--- src/rtl/uart_pkg.sv ---
// Shared definitions for the UART transmit arbiter slice: frame width and
// arbiter FSM state encoding.
package uart_pkg;

    localparam int UART_DATA_W = 8;

    typedef enum logic {
        IDLE = 1'b0,
        LOCK = 1'b1
    } arb_state_e;

endpackage

--- src/rtl/rr_arbiter.sv ---
// Combinational round-robin pick: one-hot grant of the first request at or
// after ptr_i, wrapping; any_o flags that at least one request is pending.
module rr_arbiter #(
    parameter int N  = 4,
    parameter int PW = (N > 1) ? $clog2(N) : 1
) (
    input  logic [N-1:0]  req_i,
    input  logic [PW-1:0] ptr_i,
    output logic [N-1:0]  gnt_o,
    output logic          any_o
);

    int            sum_s;
    logic [PW-1:0] idx_s;
    logic          found_s;

    // Scan upward from the pointer, wrapping at N, and keep the first hit.
    always_comb begin
        gnt_o   = '0;
        found_s = 1'b0;
        sum_s   = 0;
        idx_s   = '0;
        for (int i = 0; i < N; i++) begin
            sum_s = int'(ptr_i) + i;
            if (sum_s >= N) begin
                sum_s = sum_s - N;
            end else begin
                sum_s = sum_s;
            end
            idx_s = PW'(sum_s);
            if (!found_s && req_i[idx_s]) begin
                gnt_o[idx_s] = 1'b1;
                found_s      = 1'b1;
            end else begin
                found_s = found_s;
            end
        end
    end

    assign any_o = |req_i;

endmodule

--- src/rtl/uart_tx_arbiter.sv ---
// Shares one 8N1 UART serializer among NUM_REQ byte streams; round-robin
// grant locked for a whole message, with a single registered output byte.
module uart_tx_arbiter
    import uart_pkg::*;
#(
    parameter int NUM_REQ    = 4,
    parameter int DATA_WIDTH = UART_DATA_W,
    parameter int MAX_BURST  = 64
) (
    input  logic                          clk_i,
    input  logic                          rst_i,
    input  logic [NUM_REQ-1:0]            req_valid_i,
    input  logic [NUM_REQ*DATA_WIDTH-1:0] req_data_i,
    input  logic [NUM_REQ-1:0]            req_last_i,
    output logic [NUM_REQ-1:0]            req_ready_o,
    output logic                          tx_valid_o,
    output logic [DATA_WIDTH-1:0]         tx_data_o,
    input  logic                          tx_ready_i,
    output logic [NUM_REQ-1:0]            grant_o,
    output logic                          busy_o
);

    localparam int PW    = (NUM_REQ > 1) ? $clog2(NUM_REQ) : 1;
    localparam int CNT_W = (MAX_BURST > 0) ? $clog2(MAX_BURST + 1) : 1;

    arb_state_e          state_q, state_d;
    logic [NUM_REQ-1:0]  grant_q, grant_d;
    logic [PW-1:0]       ptr_q, ptr_d;
    logic [CNT_W-1:0]    cnt_q, cnt_d;
    logic                tx_valid_q, tx_valid_d;
    logic [DATA_WIDTH-1:0] tx_data_q, tx_data_d;

    logic [NUM_REQ-1:0]  pick_gnt_s;
    logic                pick_any_s;
    logic                stage_free_s;
    logic                sel_valid_s;
    logic                sel_last_s;
    logic [DATA_WIDTH-1:0] sel_data_s;
    logic [PW-1:0]       owner_idx_s;
    logic [PW-1:0]       next_ptr_s;
    logic                accept_s;
    logic                burst_hit_s;

    rr_arbiter #(
        .N  (NUM_REQ),
        .PW (PW)
    ) u_rr (
        .req_i (req_valid_i),
        .ptr_i (ptr_q),
        .gnt_o (pick_gnt_s),
        .any_o (pick_any_s)
    );

    // Mux the owner's byte, flags and index out of the packed request buses.
    always_comb begin
        sel_valid_s = 1'b0;
        sel_last_s  = 1'b0;
        sel_data_s  = '0;
        owner_idx_s = '0;
        for (int k = 0; k < NUM_REQ; k++) begin
            sel_valid_s = sel_valid_s | (grant_q[k] & req_valid_i[k]);
            sel_last_s  = sel_last_s  | (grant_q[k] & req_last_i[k]);
            sel_data_s  = sel_data_s  | ({DATA_WIDTH{grant_q[k]}} & req_data_i[k*DATA_WIDTH +: DATA_WIDTH]);
            owner_idx_s = owner_idx_s | (grant_q[k] ? PW'(k) : PW'(0));
        end
    end

    assign stage_free_s = !tx_valid_q || tx_ready_i;
    assign accept_s     = (state_q == LOCK) && stage_free_s && sel_valid_s;
    assign burst_hit_s  = (MAX_BURST != 0) && (int'(cnt_q) == MAX_BURST - 1);
    assign next_ptr_s   = (owner_idx_s == PW'(NUM_REQ - 1)) ? PW'(0) : owner_idx_s + PW'(1);
    assign req_ready_o  = ((state_q == LOCK) && stage_free_s) ? grant_q : {NUM_REQ{1'b0}};

    // Arbitration FSM, burst counter and the one-entry output stage.
    always_comb begin
        state_d    = state_q;
        grant_d    = grant_q;
        ptr_d      = ptr_q;
        cnt_d      = cnt_q;
        tx_data_d  = tx_data_q;
        if (tx_valid_q && tx_ready_i) begin
            tx_valid_d = 1'b0;
        end else begin
            tx_valid_d = tx_valid_q;
        end
        case (state_q)
            IDLE: begin
                if (pick_any_s) begin
                    grant_d = pick_gnt_s;
                    state_d = LOCK;
                end else begin
                    grant_d = '0;
                end
            end
            LOCK: begin
                if (accept_s) begin
                    tx_valid_d = 1'b1;
                    tx_data_d  = sel_data_s;
                    if (sel_last_s || burst_hit_s) begin
                        ptr_d   = next_ptr_s;
                        cnt_d   = '0;
                        grant_d = '0;
                        state_d = IDLE;
                    end else if (MAX_BURST != 0) begin
                        cnt_d = cnt_q + CNT_W'(1);
                    end else begin
                        cnt_d = '0;
                    end
                end else begin
                    cnt_d = cnt_q;
                end
            end
            default: begin
                state_d = IDLE;
                grant_d = '0;
            end
        endcase
    end

    // State registers; reset discards any byte still held for the serializer.
    always_ff @(posedge clk_i) begin
        if (rst_i) begin
            state_q    <= IDLE;
            grant_q    <= '0;
            ptr_q      <= '0;
            cnt_q      <= '0;
            tx_valid_q <= 1'b0;
            tx_data_q  <= '0;
        end else begin
            state_q    <= state_d;
            grant_q    <= grant_d;
            ptr_q      <= ptr_d;
            cnt_q      <= cnt_d;
            tx_valid_q <= tx_valid_d;
            tx_data_q  <= tx_data_d;
        end
    end

    assign tx_valid_o = tx_valid_q;
    assign tx_data_o  = tx_data_q;
    assign grant_o    = grant_q;
    assign busy_o     = (state_q != IDLE) || tx_valid_q;

endmodule
--- config.mk ---
export PLATFORM = sky130hd
export DESIGN_NAME = uart_tx_arbiter
export DESIGN_NICKNAME = d
export VERILOG_FILES = /design/src/rtl/uart_pkg.sv /design/src/rtl/rr_arbiter.sv /design/src/rtl/uart_tx_arbiter.sv
export SDC_FILE = /design/constraint.sdc
export NUM_CORES = 1
export LEC_CHECK = 0
export CAP_MARGIN = 20
export CORE_ASPECT_RATIO = 0.5
export CORE_MARGIN = 2
export CORE_UTILIZATION = 45
export CTS_BUF_LIST = sky130_fd_sc_hd__clkbuf_4 sky130_fd_sc_hd__clkbuf_8
export DETAILED_ROUTE_END_ITERATION = 8
export PLACE_DENSITY = 0.95
export SLEW_MARGIN = 10
export SYNTH_ARGS = -nofsm -noshare
export SYNTH_HDL_FRONTEND = slang
export SYNTH_SLANG_ARGS = --single-unit
--- constraint.sdc ---
create_clock -name clk_i -period 3.65 [get_ports clk_i]
set_input_delay 1.095 -clock clk_i [delete_from_list [all_inputs] [get_ports clk_i]]
set_output_delay 1.095 -clock clk_i [all_outputs]
set_load 0.01 [all_outputs]
Word level (Yosys, flattened, before mapping)
Cells that the tools add are included.

word-level totals
  register bits after elaboration = 23
  input bits = 43
  output and inout port bits = 18
  word-level logic and storage cells = 123

operators by class
  add/subtract/negate cells = 9
  $lt $le $gt $ge = 12
  equal/unequal tests = 4
  muxes and demuxes = 44
  bitwise logic cells = 27
  reductions and logical operators = 21

operator list
  cell                                                                   count
  8-bit AND                                                              4
  4-bit 2-to-1 mux                                                       8
  8-bit OR                                                               3
  1-bit 2-to-1 mux                                                       18
  2-bit 2-to-1 mux                                                       7
  2-bit by 3-bit < comparator with 1-bit output, second input constant   4
  4-bit OR                                                               3
  1-bit logical AND                                                      10
  3-bit >= comparator, second input constant                             3
  1-bit AND                                                              8
  1-bit binary-select mux with 2-bit select                              4
  1-bit demux with 2-bit select                                          4
  2-bit by 1-bit >= comparator with 1-bit output, second input constant  4
  4-bit case mux with 2 select lines                                     1
  2-bit by 1-bit subtractor with 2-bit output, second input constant     4
  7-bit by 1-bit adder with 7-bit output, second input constant          1
  7-bit == test, second input constant                                   1
  7-bit 2-to-1 mux                                                       1
  2-bit by 2-bit adder with 3-bit output, second input constant          2
  1-bit OR                                                               6
  1-bit zero test                                                        4
  2-bit by 1-bit != test with 1-bit output, second input constant        2
  2-bit AND reduction                                                    2
  4-bit OR reduction                                                     1
  10 further kinds                                                       12

Longest topological paths before layout
Gate-level depths: netlist of run 1.

  depth after elaboration = 16
  gate-level depth with buffers = 8

Hierarchy
From an unflattened synthesis of run 1, not the netlist that was laid out.

unflattened totals
  cells, all modules = 162
  area total of the unflattened synthesis = 1511.4 µm²

by module, submodules not included
  module           times used  cells each  area an instance (µm²)
  uart_tx_arbiter  1           131         1201.2
  rr_arbiter       1           31          310.3

Least setup slack after synthesis of run 1
OpenSTA, ideal clock, no wires.

  path type = input to output
  from = in tx_ready_i
  to = out req_ready_o[0]
  data arrival time = 1.505 ns
  required time = 2.555 ns
  path slack = 1.050 ns
  stages = 3
  cell sequence = inv_1 -> nand2_1 -> and3_1

between the ends
  word-level cells in the longest chain between the ends = 3

ends and longest elaborated chain
  what               line                   RTL
  from (decl)        uart_tx_arbiter.sv:18  input logic tx_ready_i,
  1-bit logical OR   uart_tx_arbiter.sv:68  assign stage_free_s = !tx_valid_q || tx_ready_i;
  1-bit logical AND  uart_tx_arbiter.sv:72  assign req_ready_o = ((state_q == LOCK) && stage_free_s) ? grant_q : {NUM_REQ{1'b0}};
  4-bit 2-to-1 mux   uart_tx_arbiter.sv:72
  to (decl)          uart_tx_arbiter.sv:15  output logic [NUM_REQ-1:0] req_ready_o,

No other way between the ends.

Worst setup path in the final report of run 1
Same ends and word-level chain as after synthesis.

==> impl_metrics.py, run 1 <==
metrics = {
    "sta": {
        "period_minus_slack_ns": 3.59,
        "fmax_mhz": 279,
        "finalMaxSlewViolations": 0,
        "setup_violations": 0,
        "fin_setup_tns_ns": 0,
        "rsz0062_at_grt": "no",
        "fin_skew_ns": 0.00108,
        "hold_viol": 0,
        "worst_slack_ns": 0.0614,
        "tightest_slew_ns": 0.704,
        "relSlewSlack_pct": 52.7,
        "period_share_pct": 98.3,
    },
    "global_route": {
        "grt_pass1_vias": 1433,
        "grt_most_used_layer": "met2",
        "grt_pass1_wl_mm": 6.60,
        "grt_max_degree": 16,
        "grt-ovfl-total": 0,
        "grt_util_all_layers_pct": 22.3,
        "grtUsageMet1_pct": 27.2,
        "grtUsageMet2_pct": 41.7,
        "antenna_found_initial": 0,
        "use_met3_pct": 4.48,
    },
    "floorplanning": {
        "die-area_um2": 3790,
        "start_util_pct": 48.2,
        "die_x_um": 85.0,
        "num_rows": 14,
        "die_h_um": 44.5,
        "io_pins": 61,
        "coreArea_um2": 3070,
    },
    "synth": {
        "synth_seq_cells": 23,
        "synth_edf_count": 0,
        "synth_flop_cell": "dfxtp_1",
        "yosysWarnings": 0,
        "yosysMostFrequentCell": "dfxtp_1",
        "yosys.area.top_type": "dfxtp_1",
        "synthTopCellsByCount": "23 x dfxtp_1, 19 x a22oi_1, 17 x nor2_1",
        "synth_area_leaders": "dfxtp_1 31%, a22oi_1 9.7%, ha_1 6.8%",
        "async_flop_share_pct": 0,
        "synth_cells": 165,
        "postSynthNetCount": 216,
        "synth_cell_types": 43,
        "synth_area_um2": 1480,
        "yosysSeqAreaShare_pct": 31.2,
        "avgSynthCellArea_um2": 8.96,
        "yosysTopAreaCellShare_pct": 31.2,
    },
    "setup_path": {
        "end_kind": "primary output",
        "path_class": "in2out",
        "cp_slowest_cell": "clkdlybuf4s50_1",
        "crit_chain": "clkdlybuf4s50_1 > inv_1 > nand2_2 > and3_1 > clkdlybuf4s50_1",
        "critPathMaxFanout": 5,
        "crit_family": "buffers and inverters",
        "crit_required_ns": 2.55,
        "crit_buf_inv": 3,
        "cp_slowest_stage_delay_ns": 0.54,
        "crit_top_cell": "clkdlybuf4s50_1",
        "arrival_ns": 2.49,
        "start_kind": "input pin",
    },
    "drt": {
        "routed_wl_mm": 4.32,
        "dr.pass1.iters": 4,
        "drcViolationCount": 0,
        "drt-vias-per-instance": 5.91,
        "avgRoutedWirePerCell_um": 16.4,
        "vias": 1554,
        "drtIter0Drc": 63,
        "ant_nets": 0,
    },
    "final_layout": {
        "n_antenna_cell": 0,
        "nets": 275,
        "final_layout_size_suffix_gt1_share_pct": 8.97,
        "syn2layout_area_growth_pct": 46.3,
    },
    "place": {
        "routabilityCongestion": 0.772,
        "dp.final_hpwl_mm": 3.29,
        "dp_slack_ns": 0.0369,
        "io_buffers": 60,
    },
    "power_and_ir_drop": {
        "ir_worst_vdd_mv": 0.207,
        "pwr_density_cell_nw_per_um2": 264,
        "p_leak_nw": 0.795,
        "power_mw": 0.571,
    },
    "clock_tree": {
        "htreeDepth": 1,
        "cts.reportedPaths.clkPinSlew_ns": 0.08,
        "cts_made_buffers": 3,
        "cts-hold-fix-buffers": 0,
        "clock_latency_ns": 0.26,
        "cts_tree": "yes",
        "postCtsSetupBuffers": 0,
        "cts_sinks": 23,
        "clock_path_buffers": 2,
        "root_buffer": "clkbuf_8",
    },
    "hold_path": {
        "hold_path_class": "reg2reg",
    },
    "status": {
        "status": "complete, no violations",
    },
    "flow_run": {
        "cap_violations": 0,
    },
}
tightest hold or removal path, cell delays in order, from the launching register on:
cell and delay, ns:
dfxtp_1 0.32, nor2_1 0.09, a311oi_1 0.05
cell usage in the layout (no fill, tap or decap), types with 2 or more instances in the layout:
cell type | netlist | routed
or3b_1 | 2 | 2
dfxtp_1 | 23 | 23
mux2i_1 | 3 | 3
xor2_1 | 3 | 3
nand3_1 | 8 | 8
ha_1 | 8 | 8
mux4_2 | 2 | 2
buf_4 | 0 | 4
clkbuf_8 | 0 | 3
a221o_1 | 4 | 4
a311oi_1 | 8 | 8
and3_1 | 7 | 7
nor2_1 | 17 | 17
nand2_1 | 10 | 9
a22o_1 | 4 | 4
a22oi_1 | 19 | 19
o21ai_0 | 3 | 3
or2_2 | 2 | 2
inv_1 | 5 | 5
nor3_1 | 3 | 3
xnor2_1 | 2 | 2
a21oi_1 | 2 | 2
clkdlybuf4s50_1 | 0 | 60
logic make-up (layout without fill, tap and decap cells):
| family | Yosys count | in the layout | share of synthesized area, % |
|---|---|---|---|
| mux | 5 | 5 | 5.08 |
| flops | 23 | 23 | 31.2 |
| simple gates | 58 | 58 | 20.2 |
| buf+inv | 16 | 74 | 4.83 |
| fa+ha+maj | 8 | 8 | 6.77 |
| compound gates | 50 | 50 | 29.0 |
| xor+xnor | 5 | 5 | 2.96 |
per-layer routing:
metal	vias up	share of wire [%]
met5	-	0
met4	0	0.79
met3	5	5.6
met2	37	52
met1	762	41
li1	750	-
registers in the layout (all words and copies together), names as in the netlist:
name        flops
tx_data_o       8
cnt_q           7
grant_o         4
ptr_q           2
state_q         1
tx_valid_o      1
path summary, 6_finish.rpt:
check / slack, ns / endpoint / startpoint / cells after the start
setup / recovery: 0.06 / req_ready_o[0] / tx_ready_i / 5
hold / removal: 0.50 / tx_data_o[0] / tx_data_o[0] / 2
setup reg to reg: 1.09 / grant_o[0] / ptr_q[0] / 7
hold reg to reg: 0.50 / tx_data_o[0] / tx_data_o[0] / 2
stage by stage:
step / area [µm²] / util (%) / hold WS (ns) / instances
floorplan: 1480 / - / 0.463 / 165
global placement: 2110 / 68.7 / 0.481 / 258
detailed placement: 2110 / 68.7 / 0.485 / 258
CTS: 2150 / 70.3 / 0.504 / 262
global route: 2160 / 70.5 / 0.519 / 263
finish: 2160 / 70.5 / 0.504 / 263
timing repair:
| item | CTS | global route |
|---|---|---|
| endpoints found under the hold margin | 0 | 0 |
| gates resized for setup | 0 | 1 |
| endpoints found under the setup margin | 0 | 2 |
where the power goes:
| group | leakage, nW | total (mW) | switching (mW) | internal, mW |
|---|---|---|---|---|
| clock network | 0.0262 | 0.165 | 0.0799 | 0.0854 |
| registers | 0.187 | 0.272 | 0.0120 | 0.260 |
| logic | 0.582 | 0.134 | 0.0526 | 0.0815 |
| total | 0.795 | 0.571 | 0.144 | 0.427 |
layout make-up:
type / instances / area, µm²
Multi-Input combinational cell: 126 / 948
Clock buffer: 4 / 48.8
Sequential cell: 23 / 460
Tap cell: 40 / 50.0
Inverter: 5 / 18.8
Fill cell: 206 / 903
Timing Repair Buffer: 65 / 636
Power figures use the tool's default switching activity.
==> inputs of run 2 (changes only) <==
==> constraint.sdc (replaced) <==
create_clock -name clk_i -period 4.6 [get_ports clk_i]
set_input_delay 1.38 -clock clk_i [delete_from_list [all_inputs] [get_ports clk_i]]
set_output_delay 1.38 -clock clk_i [all_outputs]
set_load 0.01 [all_outputs]
==> impl_metrics.py, run 2 (synthesized netlist as in run 1, its figures left out) <==
metrics = {
    "status": {
        "status": "complete, no violations",
    },
    "sta": {
        "fmax_mhz": 240,
        "setup_violations": 0,
        "finalMaxSlewViolations": 0,
        "fin_skew_ns": 0.00237,
        "period_share_pct": 90.6,
        "tightest_slew_ns": 0.611,
        "rsz0062_at_grt": "no",
        "hold_viol": 0,
        "worst_slack_ns": 0.431,
        "fin_setup_tns_ns": 0,
        "period_minus_slack_ns": 4.17,
        "relSlewSlack_pct": 59.2,
    },
    "global_route": {
        "antenna_found_initial": 0,
        "grt_pass1_vias": 1433,
        "grt_util_all_layers_pct": 23.5,
        "grt_pass1_wl_mm": 7.02,
        "grt-ovfl-total": 0,
        "grt_max_degree": 17,
    },
    "setup_path": {
        "path_class": "in2out",
        "rrSetupSlack_ns": 2.05,
        "critPathMaxFanout": 5,
        "crit_required_ns": 3.22,
        "start_kind": "input pin",
        "ff2ff_path_depth": 7,
        "rr_startpoint": "ptr_q[0]",
        "end_kind": "primary output",
        "r2r-end": "grant_o[0]",
        "arrival_ns": 2.79,
    },
    "power_and_ir_drop": {
        "ir_worst_vdd_mv": 0.194,
        "pwr_density_cell_nw_per_um2": 210,
        "p_leak_nw": 0.780,
    },
    "final_layout": {
        "largest_reg_flops": 8,
        "multiInputGateArea_um2": 946,
        "finalNonFillerCells": 260,
        "syn2layout_area_growth_pct": 44.8,
        "layout_commonest_cell": "clkdlybuf4s50_1",
        "final_util_pct": 69.8,
        "seq_area_um2": 460,
        "design_area_um2": 2140,
        "final_cell_mix": "60 x clkdlybuf4s50_1, 23 x dfxtp_1, 19 x a22oi_1, 17 x nor2_1, 10 x nand2_1",
        "n_antenna_cell": 0,
        "final_layout_size_suffix_gt1_share_pct": 7.27,
        "nets": 272,
        "fill_cells": 213,
    },
    "clock_tree": {
        "cts_made_buffers": 3,
        "ctsResizeCount": 0,
        "cts-hold-fix-buffers": 0,
        "cts_sinks": 23,
        "clock_latency_ns": 0.26,
        "clock_path_buffers": 2,
        "root_buffer": "clkbuf_8",
        "cts.reportedPaths.clkPinSlew_ns": 0.08,
        "htreeDepth": 1,
        "cts_tree": "yes",
        "postCtsSetupBuffers": 0,
    },
    "flow_run": {
        "cap_violations": 0,
    },
    "drt": {
        "top_layer": "met4",
        "drtIter0Drc": 87,
        "met3_length_um": 153,
        "drcViolationCount": 0,
        "ant_nets": 0,
        "wl_met2_mm": 2.27,
        "drt-vias-per-instance": 5.90,
        "wirelength_met1_mm": 1.91,
        "vias": 1535,
        "routed_wl_mm": 4.39,
        "dr.pass1.iters": 4,
        "avgRoutedWirePerCell_um": 16.9,
    },
    "hold_path": {
        "hold_start": "tx_data_o[3]",
        "min_path_cells": 2,
        "hold_end": "tx_data_o[3]",
        "hold_path_class": "reg2reg",
    },
    "place": {
        "dp_slack_ns": 0.452,
        "dp.final_hpwl_mm": 3.27,
        "io_buffers": 60,
        "placed_area_um2": 2090,
        "routabilityCongestion": 0.761,
        "dp.cells": 256,
    },
    "floorplanning": {
        "coreArea_um2": 3070,
        "num_rows": 14,
        "io_pins": 61,
        "start_util_pct": 48.2,
        "die_h_um": 44.5,
        "die-area_um2": 3790,
        "die_x_um": 85.0,
    },
}
## run 2: metal layers
| metal | global-route usage (%) | vias to the layer above |
|---|---|---|
| li1 | - | 743 |
| met1 | 29.5 | 750 |
| met2 | 42.7 | 34 |
| met3 | 4.29 | 8 |
| met4 | 5.71 | 0 |
| met5 | 0 | - |
## run 2: worst max-delay path by stage
stage                from             end  slack (ns)  depth (start not counted)
6_report       tx_ready_i  req_ready_o[0]        0.43                          5
5_1_grt        tx_ready_i  req_ready_o[3]        0.39                          5
4_1_cts        tx_ready_i  req_ready_o[0]        0.44                          5
3_5_place_dp   tx_ready_i  req_ready_o[0]        0.45                          5
3_3_place_gp   tx_ready_i  req_ready_o[2]        0.52                          5
2_1_floorplan  tx_ready_i  req_ready_o[0]        1.43                          3
## run 2: worst max-delay path, cell delays in order
cell and delay [ns]:
clkdlybuf4s50_1 0.48, inv_1 0.08, nand2_1 0.13, and3_1 0.18, clkdlybuf4s50_1 0.54
## run 2: cell type report
class	instances	area share (%)
multi-input combinational	126	44.2
timing repair buffer	62	28.8
sequential	23	21.5
tap	40	2.34
clock buffer	4	2.28
inverter	5	0.877
## run 2: stage by stage
step / hold WS (ns) / power (mW)
2_1_floorplan: 0.463 / 0.261
3_3_place_gp: 0.481 / 0.319
3_5_place_dp: 0.479 / 0.324
4_1_cts: 0.512 / 0.450
5_1_grt: 0.528 / 0.466
6_report: 0.511 / 0.450
## run 2: power breakdown
part / leakage (nW) / internal [mW] / switching, mW / total (mW)
registers: 0.187 / 0.206 / 0.0111 / 0.217
logic: 0.567 / 0.0634 / 0.0407 / 0.104
clock network: 0.0262 / 0.0676 / 0.0612 / 0.129
